[config.mk]
export PLATFORM = sky130hd
export DESIGN_NAME = fetch_queue
export DESIGN_NICKNAME = d
export VERILOG_FILES = /design/src/rtl/fetch_queue.sv
export SDC_FILE = /design/constraint.sdc
export NUM_CORES = 1
export LEC_CHECK = 0
export ABC_AREA = 0
export CORE_MARGIN = 1
export CORE_UTILIZATION = 45
export CTS_CLUSTER_SIZE = 25
export DETAILED_ROUTE_END_ITERATION = 12
export PLACE_DENSITY_LB_ADDON = 0.2
export SLEW_MARGIN = 40
export SYNTH_ARGS = -nofsm -noshare
export SYNTH_HDL_FRONTEND = slang
export SYNTH_SLANG_ARGS = --single-unit
[constraint.sdc]
create_clock -name clk -period 6.81 [get_ports clk]
set_input_delay 1.362 -clock clk [delete_from_list [all_inputs] [get_ports clk]]
set_output_delay 1.362 -clock clk [all_outputs]
set_load 0.005 [all_outputs]
[src/rtl/fetch_queue.sv]
// fetch_queue: decoupled instruction-fetch front end for the 5-stage MIPS pipeline.
// Owns the fetch PC, issues one request per cycle to a synchronous instruction RAM
// and buffers returned {pc, instr} pairs in a DEPTH-entry FIFO that ID drains
// through a valid/ready handshake. ID redirects flush the queue and restart fetch.
// Optional feature macro: FETCH_BYPASS_EN. When it is defined, a word returning
// into an empty queue is presented to ID in the same cycle, which cuts one cycle
// from redirect-to-dequeue latency.
module fetch_queue #(
   parameter int                ADDR_W   = 32,
   parameter int                DEPTH    = 4,
   parameter logic [ADDR_W-1:0] RESET_PC = 32'hBFC0_0000
) (
   input  logic                   clk,
   input  logic                   rst,
   input  logic                   redirect_valid,
   input  logic [ADDR_W-1:0]      redirect_pc,
   output logic                   inst_ram_en,
   output logic [ADDR_W-1:0]      inst_ram_addr,
   input  logic [31:0]            inst_ram_rdata,
   output logic                   deq_valid,
   input  logic                   deq_ready,
   output logic [ADDR_W-1:0]      deq_pc,
   output logic [31:0]            deq_instr,
   output logic [$clog2(DEPTH):0] count
);

   localparam int PTR_W = $clog2(DEPTH);
   localparam int CNT_W = PTR_W + 1;
   localparam logic [CNT_W:0] DEPTH_EXT = (CNT_W + 1)'(DEPTH);

   // Architectural state
   logic [ADDR_W-1:0] fetch_pc_q, fetch_pc_d;
   logic              inflight_q, inflight_d;
   logic [ADDR_W-1:0] inflight_pc_q, inflight_pc_d;
   logic [PTR_W-1:0]  rd_ptr_q, rd_ptr_d;
   logic [PTR_W-1:0]  wr_ptr_q, wr_ptr_d;
   logic [CNT_W-1:0]  count_q, count_d;
   logic [ADDR_W-1:0] mem_pc_q    [DEPTH];
   logic [31:0]       mem_instr_q [DEPTH];

   // Per-cycle control
   logic              issue;
   logic              wr_en;
   logic              pop;
   logic              bypass_take;
   logic [CNT_W:0]    occupancy;
   logic [ADDR_W-1:0] redirect_target;

   // Slots already promised: stored words plus the one still on its way back.
   assign occupancy       = {1'b0, count_q} + {{CNT_W{1'b0}}, inflight_q};
   assign redirect_target = redirect_pc & ~ADDR_W'(3);

   assign issue         = !rst && !redirect_valid && (occupancy < DEPTH_EXT);
   assign inst_ram_en   = issue;
   assign inst_ram_addr = rst ? '0 : fetch_pc_q;
   assign count         = rst ? '0 : count_q;

   // Head presentation to ID: queue head first, else (optionally) the returning word.
   always_comb begin
      // NOTE: every output of a combinational block gets a default first, so no path leaves it unassigned and no latch is inferred.
      deq_valid = 1'b0;
      deq_pc    = '0;
      deq_instr = '0;
      if (!rst) begin
         if (count_q != '0) begin
            deq_valid = 1'b1;
            deq_pc    = mem_pc_q[rd_ptr_q];
            deq_instr = mem_instr_q[rd_ptr_q];
         end
`ifdef FETCH_BYPASS_EN
         else if (inflight_q && !redirect_valid) begin
            deq_valid = 1'b1;
            deq_pc    = inflight_pc_q;
            deq_instr = inst_ram_rdata;
         end
`endif
      end
   end

   // Handshake decode: pops from storage, consumption of the bypassed word, tail write.
   always_comb begin
      pop = deq_valid && deq_ready && !redirect_valid && (count_q != '0);
`ifdef FETCH_BYPASS_EN
      bypass_take = deq_valid && deq_ready && (count_q == '0);
`else
      bypass_take = 1'b0;
`endif
      wr_en = !rst && inflight_q && !redirect_valid && !bypass_take;
   end

   // Next-state computation; a redirect overrides every other update.
   always_comb begin
      fetch_pc_d    = fetch_pc_q;
      inflight_d    = issue;
      inflight_pc_d = inflight_pc_q;
      rd_ptr_d      = rd_ptr_q;
      wr_ptr_d      = wr_ptr_q;
      count_d       = count_q;
      if (redirect_valid) begin
         fetch_pc_d = redirect_target;
         inflight_d = 1'b0;
         rd_ptr_d   = '0;
         wr_ptr_d   = '0;
         count_d    = '0;
      end else begin
         if (issue) begin
            inflight_pc_d = fetch_pc_q;
            fetch_pc_d    = fetch_pc_q + ADDR_W'(4);
         end
         if (pop) begin
            rd_ptr_d = rd_ptr_q + PTR_W'(1);
         end
         if (wr_en) begin
            wr_ptr_d = wr_ptr_q + PTR_W'(1);
         end
         count_d = count_q + CNT_W'(wr_en) - CNT_W'(pop);
      end
   end

   // State registers and FIFO storage, with synchronous active-high reset.
   always_ff @(posedge clk) begin
      // NOTE: sequential state uses non-blocking assignments only, so every register samples pre-edge values.
      if (rst) begin
         fetch_pc_q    <= RESET_PC;
         inflight_q    <= 1'b0;
         inflight_pc_q <= '0;
         rd_ptr_q      <= '0;
         wr_ptr_q      <= '0;
         count_q       <= '0;
         // NOTE: the storage array is cleared on reset as well, so no stale word can ever be read back after reset.
         for (int i = 0; i < DEPTH; i++) begin
            mem_pc_q[i]    <= '0;
            mem_instr_q[i] <= '0;
         end
      end else begin
         fetch_pc_q    <= fetch_pc_d;
         inflight_q    <= inflight_d;
         inflight_pc_q <= inflight_pc_d;
         rd_ptr_q      <= rd_ptr_d;
         wr_ptr_q      <= wr_ptr_d;
         count_q       <= count_d;
         if (wr_en) begin
            mem_pc_q[wr_ptr_q]    <= inflight_pc_q;
            mem_instr_q[wr_ptr_q] <= inst_ram_rdata;
         end
      end
   end

endmodule

==> results.cfg <==
[outcome]
status = complete, no violations

[sta]
setup_viol = 0
fin_worst_skew_ps = 18.8
rsz0062_at_grt = false
relSlewSlack_pct = 48.0
fin_crit_sh_pct = 66.8
drv_slew = 0
worstMarginPinSlew_ps = 779
period_minus_slack_ps = 4550
fmaxAchievable_mhz = 220
final-hold-violation-count = 0
fin_tns_setup_ps = 0

[floorplan]
rows = 65
io_pins = 169
die-area_sq_um = 33100
die_x_microns = 182
fp.coreArea_sq_um = 31700
die_y_microns = 182
start_util_pct = 45.9

[clocking]
cts_max_level = 2
clk_path_buf_depth = 3
path_clk_slew_ps = 60
post_cts_buffers = 0
ctsResizeCount = 0
clkLatencyLatePin_ps = 510
ctsHoldBuffers = 0
cts_tree = built
cts_buffers = 35
ctsRootBufferMaster = clkbuf_16
cts_sinks = 318

[placed_design]
place_hpwl_mm = 19.6
place.gp.congestion = 0.791
place_area_sq_um = 16700
io_buffers = 162

[route]
drtIter0Drc = 583
finalWirelength_mm = 34.9
vias = 9281
drc_errors = 0
drtAntennaViolNets = 0
dr.pass1.iters = 5
vias_per_cell = 5.52
wire_per_inst_microns = 20.7

[global_route]
antenna_found_initial = 1
grt_use_total_pct = 21.5
first_global_vias = 9555
grt_pass1_wl_mm = 54.6
grt_start_max_net_pins = 71
overflow = 0

[layout]
fillers = 2661
final_common_cell = edfxtp_1
diodes = 0
final_area_sq_um = 17700
drive_gt1_share_pct = 12.1
regArea_sq_um = 8860
most-common-layout-cells = 248 x edfxtp_1, 187 x and2_1, 161 x clkdlybuf4s50_1
multi_input_area_sq_um = 5360
syn2layout_area_growth_pct = 21.7
final_nets = 1326

[yosys]
yosysWarnings = 0
synth_cell_types = 58
synth_top_area_share_pct = 51.1
synth_seq_cells = 318
synth_top_area_cell = edfxtp_1
synth-edff-count = 248
syn_inst = 1120
seq_area_frac_synth_pct = 60.8
synthFlopType = edfxtp_1
synth_area_per_cell_sq_um = 13.0
synth_area_sq_um = 14600
yosys-top-cells-area = edfxtp_1 51%, dfxtp_1 9.6%, mux4_2 9.6%
ys_async_sr_fraction_pct = 0

[run]
drv_cap = 0

[critical_path]
arrival_ps = 3190
cp-end-kind = output pin
cpLargestDelayFamily = buffers and inverters
cp_slowest_stage_delay_ps = 470
startpoint_type = input pin
cp_slowest_cell = clkdlybuf4s50_1
critPathBufInv = 4
critical_path.most_common_cell = clkdlybuf4s50_1
crit_path_max_fanout = 25
cp.required_ps = 5450
path_cells = clkdlybuf4s50_1, buf_4, and4bb_2, a22oi_2, inv_1, clkdlybuf4s50_1
critPathKind = in2out

[pwr]
p_int_uw = 3280
switching_power_uw = 922
clock_power_share_pct = 41.1
peakVddDrop_mv = 0.164
p_leak_uw = 0.00668
p_sw_share_pct = 22.0
powerDensity_nw_per_um2 = 237
combPwrFrac_pct = 6.2
seq_power_share_pct = 52.7

[worst_hold_path]
min_path_type = reg2reg
## worst reg2reg max path, stage by stage, from the launching register on
cell     delay (ps)
dfxtp_2         420
buf_4           620
nand2_1         370
nor3b_4         260
or2_4           290
buf_12          250
buf_12          250
## layer usage
| metal | wire length (microns) | part of all wire, % | track usage (%) | up-vias |
|---|---|---|---|---|
| li1 | - | - | - | 4364 |
| met1 | 15600 | 45 | 29.3 | 4589 |
| met2 | 17100 | 49 | 36.7 | 279 |
| met3 | 1630 | 4.7 | 2.97 | 47 |
| met4 | 540 | 1.5 | 4.61 | 2 |
| met5 | 13 | 0.037 | 0 | - |
## power by group through the flow
stage	registers, uW	logic, uW	clock network [uW]
2_1_floorplan	2230	135	0
3_5_place_dp	2250	260	0
4_1_cts	2210	262	1750
3_3_place_gp	2250	250	0
6_report	2210	260	1720
5_1_grt	2220	281	1830
## path summary, 6_finish.rpt
kind | depth (start not counted) | slack [ps] | startpoint | endpoint
worst min register to register | 2 | 480 | inflight_pc_q[9]$_SDFFE_PP0P_ | inflight_pc_q[9]$_SDFFE_PP0P_
worst max-delay path | 6 | 2260 | redirect_valid | inst_ram_en
worst max register to register | 6 | 4020 | inflight_q$_SDFF_PP0_ | mem_instr_q[2][8]$_SDFFCE_PN0P_
worst min-delay path | 2 | 480 | inflight_pc_q[9]$_SDFFE_PP0P_ | inflight_pc_q[9]$_SDFFE_PP0P_
## state kept, by name, summed over array words and instances (netlist names), named ones only
signal and count:
mem_instr_q 128, mem_pc_q 120, fetch_pc_q 30, inflight_pc_q 30
count_q 3, rd_ptr_q 2, wr_ptr_q 2, inflight_q 1
## cell type report
class	instances	share of cell area [%]
clock buffer	48	5.46
clock inverter	15	0.353
inverter	8	0.169
multi-input combinational	704	30.2
sequential	318	50.0
tap	402	2.84
timing repair buffer	186	11.0
## stage by stage
step,worst slack [ps],cells,hold slack [ps],util (%),power [uW]
4_1_cts,2080,1680,485,55.8,4230
3_3_place_gp,2120,1607,472,51.9,2500
3_5_place_dp,2090,1617,477,52.6,2510
6_report,2260,1681,483,55.9,4200
5_1_grt,2130,1681,515,55.9,4330
2_1_floorplan,2880,1123,454,-,2370
## logic make-up after synthesis
family                     count (synthesis)  synth area share (%)
other                                      1                0.0257
DFF                                      318                  60.8
adders and majority gates                  5                 0.481
muxes                                     65                  9.81
buffers and inverters                    101                  2.93
xor gates and xnor gates                  20                  1.20
AOI/OAI and AO/OA                         85                  3.75
and+or+nand+nor                          525                  21.0
## synthesized netlist by cell type, types with 2 or more instances
cell type  count
and3_1       133
a31oi_1        3
nand4_1       15
buf_1          4
mux4_2        62
nor3_1         6
buf_2         12
nor2_1        32
clkbuf_1      68
nand3b_1       5
or3_1          2
clkbuf_2       2
o21ai_0        5
nand2_1       86
mux2_1         2
o211a_1        2
nor3b_2        2
xnor2_1        8
dfxtp_1       70
ha_1           4
a211oi_1       9
edfxtp_1     248
nor2b_1       31
a211oi_2       2
o211ai_1       4
or2_2          3
inv_1          7
buf_4          6
nand3_1        7
a21oi_1       43
o311ai_0       8
and4_1         5
xor2_1        12
and2_1       187
o22ai_1        2
Note: power is estimated with default switching activity, not from simulation.
